===== config.mk =====
export PLATFORM = sky130hd
export DESIGN_NAME = pwm_capture
export DESIGN_NICKNAME = d
export VERILOG_FILES = /design/src/rtl/pwm_capture.sv
export SDC_FILE = /design/constraint.sdc
export NUM_CORES = 1
export LEC_CHECK = 0
export CORE_MARGIN = 2
export CORE_UTILIZATION = 49
export DETAILED_ROUTE_END_ITERATION = 8
export PLACE_DENSITY = 0.82
export SYNTH_ARGS = -nofsm -noshare
export SYNTH_HDL_FRONTEND = slang
export SYNTH_SLANG_ARGS = --single-unit

===== constraint.sdc =====
create_clock -name clk -period 2.2 [get_ports clk]
set_clock_uncertainty 0.2 [all_clocks]
set_input_delay 0.44 -clock clk [delete_from_list [all_inputs] [get_ports clk]]
set_output_delay 0.44 -clock clk [all_outputs]
set_load 0.02 [all_outputs]

===== src/rtl/pwm_capture.sv =====
// PWM input capture: measures period and high time of pwm_in in clk cycles,
// strobes valid_o per completed period and raises an event-counted interrupt.
//
// state | meaning
// IDLE  | capture disabled, counter held
// ARM   | waiting for the first rising edge
// HIGH  | input high, counting
// LOW   | input low, counting; next rise closes the period
// STALL | no edge before counter saturated; waiting for any edge
module pwm_capture #(
  parameter int CNT_WIDTH = 16,
  parameter int EVT_WIDTH = 3
) (
  input  logic                 clk,
  input  logic                 rst_n,
  input  logic                 pwm_in,
  input  logic                 cap_en,
  input  logic                 int_en,
  input  logic [EVT_WIDTH-1:0] evt_num,
  output logic [CNT_WIDTH-1:0] period_o,
  output logic [CNT_WIDTH-1:0] high_o,
  output logic                 valid_o,
  output logic                 stall_o,
  output logic                 level_o,
  output logic                 int_o
);

  typedef enum logic [2:0] {
    S_IDLE,
    S_ARM,
    S_HIGH,
    S_LOW,
    S_STALL
  } state_t;

  localparam logic [CNT_WIDTH-1:0] CNT_ONE = CNT_WIDTH'(1);
  localparam logic [CNT_WIDTH-1:0] CNT_MAX = '1;

  state_t               state_q, state_d;
  logic                 sync1_q, sync1_d;
  logic                 sync2_q, sync2_d;
  logic                 dly_q, dly_d;
  logic [CNT_WIDTH-1:0] cnt_q, cnt_d;
  logic [CNT_WIDTH-1:0] hi_lat_q, hi_lat_d;
  logic [CNT_WIDTH-1:0] period_q, period_d;
  logic [CNT_WIDTH-1:0] high_q, high_d;
  logic                 valid_q, valid_d;
  logic                 stall_q, stall_d;
  logic                 int_q, int_d;
  logic [EVT_WIDTH-1:0] evt_q, evt_d;

  logic                 rise;
  logic                 fall;
  logic                 cnt_sat;
  logic [CNT_WIDTH-1:0] cnt_inc;

  // Synchronizer, edge detect, measurement FSM and interrupt event counter.
  always_comb begin
    state_d  = state_q;
    sync1_d  = pwm_in;
    sync2_d  = sync1_q;
    dly_d    = sync2_q;
    cnt_d    = cnt_q;
    hi_lat_d = hi_lat_q;
    period_d = period_q;
    high_d   = high_q;
    valid_d  = 1'b0;
    stall_d  = stall_q;
    int_d    = 1'b0;
    evt_d    = evt_q;

    rise    = sync2_q & ~dly_q;
    fall    = ~sync2_q & dly_q;
    cnt_sat = (cnt_q == CNT_MAX);
    // A fall landing exactly on saturation must not wrap the counter.
    cnt_inc = cnt_sat ? cnt_q : cnt_q + CNT_ONE;

    if (!int_en) begin
      evt_d = '0;
    end

    if (!cap_en) begin
      state_d = S_IDLE;
      stall_d = 1'b0;
    end else begin
      case (state_q)
        S_IDLE: begin
          state_d = S_ARM;
        end
        S_ARM: begin
          if (rise) begin
            cnt_d   = CNT_ONE;
            state_d = S_HIGH;
          end
        end
        S_HIGH: begin
          if (fall) begin
            hi_lat_d = cnt_q;
            cnt_d    = cnt_inc;
            state_d  = S_LOW;
          end else if (cnt_sat) begin
            stall_d = 1'b1;
            state_d = S_STALL;
          end else begin
            cnt_d = cnt_inc;
          end
        end
        S_LOW: begin
          if (rise) begin
            period_d = cnt_q;
            high_d   = hi_lat_q;
            valid_d  = 1'b1;
            cnt_d    = CNT_ONE;
            state_d  = S_HIGH;
            if (int_en) begin
              if (evt_q == evt_num) begin
                int_d = 1'b1;
                evt_d = '0;
              end else begin
                evt_d = evt_q + EVT_WIDTH'(1);
              end
            end
          end else if (cnt_sat) begin
            stall_d = 1'b1;
            state_d = S_STALL;
          end else begin
            cnt_d = cnt_inc;
          end
        end
        S_STALL: begin
          if (rise) begin
            stall_d = 1'b0;
            cnt_d   = CNT_ONE;
            state_d = S_HIGH;
          end else if (fall) begin
            stall_d = 1'b0;
            state_d = S_ARM;
          end
        end
        default: begin
          state_d = S_IDLE;
        end
      endcase
    end
  end

  // State and datapath registers with synchronous active-low reset.
  always_ff @(posedge clk) begin
    if (!rst_n) begin
      state_q  <= S_IDLE;
      sync1_q  <= 1'b0;
      sync2_q  <= 1'b0;
      dly_q    <= 1'b0;
      cnt_q    <= '0;
      hi_lat_q <= '0;
      period_q <= '0;
      high_q   <= '0;
      valid_q  <= 1'b0;
      stall_q  <= 1'b0;
      int_q    <= 1'b0;
      evt_q    <= '0;
    end else begin
      state_q  <= state_d;
      sync1_q  <= sync1_d;
      sync2_q  <= sync2_d;
      dly_q    <= dly_d;
      cnt_q    <= cnt_d;
      hi_lat_q <= hi_lat_d;
      period_q <= period_d;
      high_q   <= high_d;
      valid_q  <= valid_d;
      stall_q  <= stall_d;
      int_q    <= int_d;
      evt_q    <= evt_d;
    end
  end

  assign period_o = period_q;
  assign high_o   = high_q;
  assign valid_o  = valid_q;
  assign stall_o  = stall_q;
  assign level_o  = sync2_q;
  assign int_o    = int_q;

endmodule


### Yosys cells after proc, flatten, opt, wreduce, memory -nomap -nowiden

Cells that the tools add are included.
Widths: inputs -> output; s select.

| operators by class | value |
|---|---|
| $lt $le $gt $ge | 0 |
| divide/modulo/power cells | 0 |
| reductions and logical operators | 12 |
| shift-type cells | 0 |
| eq/ne operators | 11 |
| add/subtract/negate cells | 2 |
| multiply operators | 0 |
| mux-type cells | 27 |
| bitwise gates (word level) | 4 |

Operators by type and width:

| cell | count |
|---|---|
| $mux 16 | 5 |
| $pmux 16 s3 | 1 |
| $mux 3 | 12 |
| $add 16x1->16 const B | 1 |
| $eq 16x16->1 const B | 1 |
| $pmux 3 s5 | 1 |
| $reduce_and 3->1 | 4 |
| $mux 1 | 7 |
| $eq 3x2->1 const B | 2 |
| $ne 2x2->1 const B | 3 |
| $reduce_bool 3->1 | 2 |
| $reduce_and 5->1 | 1 |
| $reduce_and 2->1 | 2 |
| $reduce_and 4->1 | 1 |
| $add 3x1->3 const B | 1 |
| $eq 3x1->1 const B | 1 |
| $eq 3x3->1 | 1 |
| $eq 3x3->1 const B | 1 |
| $logic_not 3->1 | 1 |
| $ne 3x3->1 const B | 1 |
| $pmux 1 s3 | 1 |
| $and 1x1->1 | 2 |
| $ne 2x1->1 const B | 1 |
| $not 1->1 | 2 |
| $reduce_or 2->1 | 1 |

| word-level totals | value |
|---|---|
| output and inout bits | 36 |
| latch bits | 0 |
| bits of input ports | 8 |
| register bits | 76 |
| RAM bits | 0 |
| ROM bits | 0 |
| memories kept | 0 |

### Logic depth before layout (Yosys ltp)

| logic depth | value |
|---|---|
| depth after elaboration | 6 |
| mapped depth | 9 |
| gate-level depth less buffers | 7 |

### Worst setup path before layout

OpenSTA, ideal clock, no wires.

| timing | value |
|---|---|
| path kind | register -> register |
| start | register sync2_q (netlist: level_o) |
| end | register cnt_q[8] |
| required time | 1.872 ns |
| stages on the path, launching flop included | 9 |
| arrival | 1.920 ns |
| setup slack | -0.047 ns |
| buffers on the path | 2 |
| setup time | 0.128 ns |
| path through | dfxtp_1 -> ha_1 -> clkbuf_1 -> a21oi_1 -> o32a_2 -> buf_6 -> nor4_2 -> xnor2_1 -> nor2_1 |

| between the ends | value |
|---|---|
| elaborated cells between the ends (all ways) | 8 |
| those cells by class | eq/ne: 1; mux: 3; bitwise: 3; reduce/logical: 1 |

RTL lines:

| element | line | text |
|---|---|---|
| start: declaration | 41 | `logic sync2_q, sync2_d;` |
| start signal: assignment | 165 | `sync2_q <= sync2_d;` |
| $and 1x1->1 * | 72 | `rise = sync2_q & ~dly_q;` |
| via rise | 52 | `logic rise;` |
| $mux 16 or $ne 2x1->1 (tied branches) | n/a |  |
| $pmux 16 s3 or $reduce_and 3->1 (tied branches) | n/a |  |
| end signal: assignment | 167 | `cnt_q <= cnt_d;` |
| end: declaration | 43 | `logic [CNT_WIDTH-1:0] cnt_q, cnt_d;` |

The timed path passes the listed nets; every way through them passes the cells marked *.
A chain may end at the register's enable or synchronous reset.

### Worst setup path after layout

| timing | value |
|---|---|
| start | input cap_en |
| end | register cnt_q[12] |

| between the ends | value |
|---|---|
| longest elaborated chain between the ends | 1 |

RTL lines:

| element | line | text |
|---|---|---|
| start: declaration | 17 | `input logic cap_en,` |
| $reduce_and 3->1 (no line) | n/a |  |

No other way between the ends.

==> impl_metrics.xml <==
<?xml version="1.0" encoding="UTF-8"?>
<metrics>
  <group name="min_path">
    <metric name="hold_path_startpoint" unit="">sync1_q</metric>
    <metric name="worstHoldPathType" unit="">flip-flop to flip-flop</metric>
  </group>
  <group name="yosys">
    <metric name="synth-simple-area-share" unit="%">24.7</metric>
    <metric name="async_reset_ff_share" unit="%">0</metric>
    <metric name="syn_area" unit="mm^2">0.00325</metric>
    <metric name="dominantRegCellSynth" unit="">sky130_fd_sc_hd__dfxtp_1</metric>
    <metric name="syn-num-nets" unit="">383</metric>
    <metric name="synth_enable_flop_cells" unit="">0</metric>
    <metric name="synth.yosys.warnings" unit="">0</metric>
    <metric name="muxShareOfSynthArea" unit="%">4.93</metric>
    <metric name="yosysUniqueCellTypes" unit="">40</metric>
    <metric name="yosys.area_share.xor_xnor" unit="%">3.24</metric>
    <metric name="ys_seq_area_share" unit="%">46.8</metric>
    <metric name="post_synth_fa_ha_maj_area_fraction" unit="%">1.54</metric>
    <metric name="largest_family_of_logic_cells_by_synthesized_area" unit="">simple AND/OR/NAND/NOR gates</metric>
    <metric name="synthesis.area_per_instance" unit="um^2">8.76</metric>
    <metric name="synthCells" unit="">371</metric>
    <metric name="synth.ff_latch_count" unit="">76</metric>
    <metric name="synth_compound_area_share" unit="%">14.7</metric>
  </group>
  <group name="route">
    <metric name="pre_antenna_drt_iters" unit="">4</metric>
    <metric name="drt_drc_violations_left" unit="">0</metric>
    <metric name="first_iteration_detailed_routing_drc_count" unit="">204</metric>
    <metric name="routed_via_count" unit="">2755</metric>
    <metric name="drt_wl_total" unit="um">7100</metric>
    <metric name="detail-route-antenna-nets" unit="">0</metric>
    <metric name="routedWlPerCell" unit="um">14.0</metric>
    <metric name="route.detailed.vias_per_inst" unit="">5.43</metric>
  </group>
  <group name="timing">
    <metric name="worst_slack" unit="ps">67.9</metric>
    <metric name="rsz0062_at_grt" unit="">no</metric>
    <metric name="min_period_over_period" unit="%">96.9</metric>
    <metric name="max_freq" unit="GHz">0.469</metric>
    <metric name="worstMarginPinSlew" unit="ps">396</metric>
    <metric name="report.final.setup_viol" unit="">0</metric>
    <metric name="report.final.slew_viol_count" unit="">0</metric>
    <metric name="final-hold-violation-count" unit="">0</metric>
    <metric name="fin_crit" unit="ps">2130</metric>
    <metric name="slew_headroom" unit="%">73.6</metric>
  </group>
  <group name="clocking">
    <metric name="post_cts_buffers" unit="">0</metric>
    <metric name="max-clock-path-buffers" unit="">2</metric>
    <metric name="cts_clk_pin_slew_worst_paths" unit="ps">70</metric>
    <metric name="clock-sinks" unit="">76</metric>
    <metric name="holdBufCountCts" unit="">0</metric>
    <metric name="clkLatencyLatePin" unit="ps">350</metric>
    <metric name="cts_resized" unit="">0</metric>
    <metric name="clockRootBuffer" unit="">sky130_fd_sc_hd__clkbuf_8</metric>
    <metric name="tritoncts_clock_tree" unit="">built</metric>
    <metric name="clock_tree.htree_level_count" unit="">3</metric>
    <metric name="number_of_buffers_created_by_cts" unit="">9</metric>
  </group>
  <group name="floorplanning">
    <metric name="dieArea" unit="mm^2">0.00730</metric>
    <metric name="floorplan_die_width" unit="um">85.4</metric>
    <metric name="row_count" unit="">29</metric>
    <metric name="floorplan.io_pins" unit="">44</metric>
    <metric name="die_h" unit="um">85.4</metric>
    <metric name="core-area" unit="mm^2">0.00639</metric>
    <metric name="start_util" unit="%">50.9</metric>
  </group>
  <group name="global_route">
    <metric name="grt_pass1_vias" unit="">2611</metric>
    <metric name="global_route.overflow_total" unit="">0</metric>
    <metric name="pin_count_of_the_biggest_net_entering_global_routing" unit="">28</metric>
    <metric name="grt_antenna_before_repair" unit="">0</metric>
    <metric name="global_route.usage.total" unit="%">20.5</metric>
    <metric name="grt_pass1_wl" unit="um">11900</metric>
  </group>
  <group name="run_status">
    <metric name="status" unit="">finished, final reports clean</metric>
  </group>
  <group name="placed_design">
    <metric name="dp.final_hpwl" unit="um">4860</metric>
    <metric name="place.port_buffers" unit="">43</metric>
    <metric name="place_inst" unit="">493</metric>
    <metric name="preCtsSetupSlack" unit="ps">-251</metric>
    <metric name="finalWeightedCongestion" unit="">0.932</metric>
  </group>
  <group name="worst_setup_path">
    <metric name="worst-endpoint-required" unit="ps">2240</metric>
    <metric name="critPathCaptureType" unit="">flip-flop</metric>
    <metric name="crit_start" unit="">cap_en</metric>
    <metric name="category_of_the_critical_setup_timing_path" unit="">primary input to flip-flop</metric>
    <metric name="critPathMaxStageDelay" unit="ps">510</metric>
    <metric name="worst_r2r_startpoint" unit="">state_q[0]</metric>
    <metric name="cp_slowest_cell" unit="">sky130_fd_sc_hd__clkdlybuf4s50_1</metric>
    <metric name="timing.critical_path.cells" unit="">clkdlybuf4s50_1 &gt; inv_1 &gt; o32a_2 &gt; nor4_1 &gt; mux2i_1 &gt; nor2_1</metric>
    <metric name="critical_path.startpoint_type" unit="">primary input</metric>
    <metric name="timing.critical_path.fanout_max" unit="">10</metric>
    <metric name="cp.arrival" unit="ps">2170</metric>
  </group>
  <group name="layout">
    <metric name="insertedDiodeCount" unit="">0</metric>
    <metric name="layout.cells.non_filler" unit="">507</metric>
    <metric name="layout-drive-gt1-share" unit="%">11.2</metric>
    <metric name="syn_to_final_growth" unit="%">25.7</metric>
    <metric name="final_nets" unit="">439</metric>
  </group>
  <group name="power">
    <metric name="leak_pwr" unit="nW">1.49</metric>
    <metric name="power.ir.vdd_worst" unit="uV">352</metric>
    <metric name="p_per_area" unit="mW/mm^2">627</metric>
  </group>
  <group name="job">
    <metric name="max_cap_viol_count" unit="">0</metric>
  </group>
</metrics>
==> logic make-up after synthesis <==
| kind of cell | after synthesis |
|---|---|
| buffers and inverters | 30 |
| adder cells (fa/ha/maj) | 4 |
| XOR/XNOR | 12 |
| multiplexers | 16 |
| AND/OR/NAND/NOR | 163 |
| flip-flops | 76 |
| AO/OA/AOI/OAI | 70 |
==> state kept, by name (all words and copies together) (netlist names), named ones only <==
| name | count |
|---|---|
| state_q | 3 |
| dly_q | 1 |
| stall_o | 1 |
| evt_q | 3 |
| valid_o | 1 |
| level_o | 1 |
| high_o | 16 |
| int_o | 1 |
| sync1_q | 1 |
| hi_lat_q | 16 |
| cnt_q | 15 |
| period_o | 16 |
==> stage by stage <==
stage               hold WS (ps)  setup TNS (ps)  total power (W)  utilization, %  cell area (um^2)
floorplan                    212               0          0.00149               -              3250
global placement             213            -757          0.00153            61.0              3890
detailed placement           233           -1650          0.00153            61.0              3890
CTS                          246               0          0.00256            63.9              4080
global route                 248               0          0.00265            63.9              4080
finish                       237               0          0.00256            63.9              4080
==> synth_stat cells, types with 2 or more instances <==
cell	number	area [um^2]
sky130_fd_sc_hd__nor3_1	5	25.0
sky130_fd_sc_hd__clkbuf_1	15	56.3
sky130_fd_sc_hd__nand3_1	9	45.0
sky130_fd_sc_hd__xnor2_1	11	96.3
sky130_fd_sc_hd__buf_2	4	20.0
sky130_fd_sc_hd__and2b_1	2	15.0
sky130_fd_sc_hd__mux2i_1	16	160
sky130_fd_sc_hd__ha_1	4	50.1
sky130_fd_sc_hd__nor4_1	2	12.5
sky130_fd_sc_hd__a21oi_1	14	70.1
sky130_fd_sc_hd__nand4b_1	3	26.3
sky130_fd_sc_hd__buf_6	2	22.5
sky130_fd_sc_hd__dfxtp_1	76	1520
sky130_fd_sc_hd__and2_1	4	25.0
sky130_fd_sc_hd__a31oi_1	4	25.0
sky130_fd_sc_hd__nor2b_1	17	106
sky130_fd_sc_hd__nor3b_1	2	15.0
sky130_fd_sc_hd__nor4_2	3	37.5
sky130_fd_sc_hd__nand4_1	6	37.5
sky130_fd_sc_hd__o21ai_0	6	30.0
sky130_fd_sc_hd__o22ai_1	3	18.8
sky130_fd_sc_hd__a21boi_0	33	248
sky130_fd_sc_hd__nand2_1	83	312
sky130_fd_sc_hd__o21bai_1	2	15.0
sky130_fd_sc_hd__inv_1	8	30.0
sky130_fd_sc_hd__nor2_1	23	86.3
==> power breakdown <==
group | internal [W] | switching, W | total, W
sequential | 0.00138 | 0.00000885 | 0.00139
clock | 0.000573 | 0.000485 | 0.00106
combinational | 0.0000545 | 0.0000567 | 0.000111
total | 0.00201 | 0.000550 | 0.00256
==> critical path: cells and delay by family <==
kind / cells / cell delay (ps)
buffers and inverters: 2 / 590
AO/OA/AOI/OAI: 1 / 480
AND/OR/NAND/NOR: 2 / 420
multiplexers: 1 / 240
==> final timing paths <==
check	depth (start not counted)	to	slack [ps]
setup / recovery	6	cnt_q[12]	70
hold / removal	1	level_o	240
setup reg to reg	5	cnt_q[12]	80
hold reg to reg	1	level_o	240
==> area by class of cell <==
| class | count | area [um^2] |
|---|---|---|
| multi-input cells | 265 | 1600 |
| repair buffers | 67 | 648 |
| clock buffers | 12 | 155 |
| inverters | 8 | 30.0 |
| fillers | 512 | 2300 |
| well taps | 77 | 96.3 |
| clock inverters | 2 | 35.0 |
| flip-flops and latches | 76 | 1520 |
==> layout by cell type (no fill, tap or decap), types with 3 or more instances in the layout <==
cell	netlist	layout
sky130_fd_sc_hd__nor2_1	23	22
sky130_fd_sc_hd__xnor2_1	11	11
sky130_fd_sc_hd__nand4_1	6	6
sky130_fd_sc_hd__a21oi_1	14	14
sky130_fd_sc_hd__nor4_2	3	3
sky130_fd_sc_hd__buf_4	0	21
sky130_fd_sc_hd__nand2_1	83	83
sky130_fd_sc_hd__and2_1	4	4
sky130_fd_sc_hd__clkdlybuf4s50_1	0	43
sky130_fd_sc_hd__a21boi_0	33	33
sky130_fd_sc_hd__o22ai_1	3	3
sky130_fd_sc_hd__nand4b_1	3	3
sky130_fd_sc_hd__ha_1	4	4
sky130_fd_sc_hd__mux2i_1	16	16
sky130_fd_sc_hd__dfxtp_1	76	75
sky130_fd_sc_hd__a31oi_1	4	4
sky130_fd_sc_hd__clkbuf_8	0	11
sky130_fd_sc_hd__nand3_1	9	9
sky130_fd_sc_hd__buf_12	0	3
sky130_fd_sc_hd__o21ai_0	6	6
sky130_fd_sc_hd__inv_1	8	8
sky130_fd_sc_hd__nor2b_1	17	17
sky130_fd_sc_hd__nor3_1	5	5
==> layer usage <==
metal / track usage [%] / up-vias / share of wire [%]
met1: 26.7 / 1291 / 46
met4: 10.2 / 0 / 2.5
met5: 0 / - / 0
met3: 3.11 / 15 / 4.3
li1: - / 1369 / -
met2: 33.0 / 80 / 47
Power figures use the tool's default switching activity.
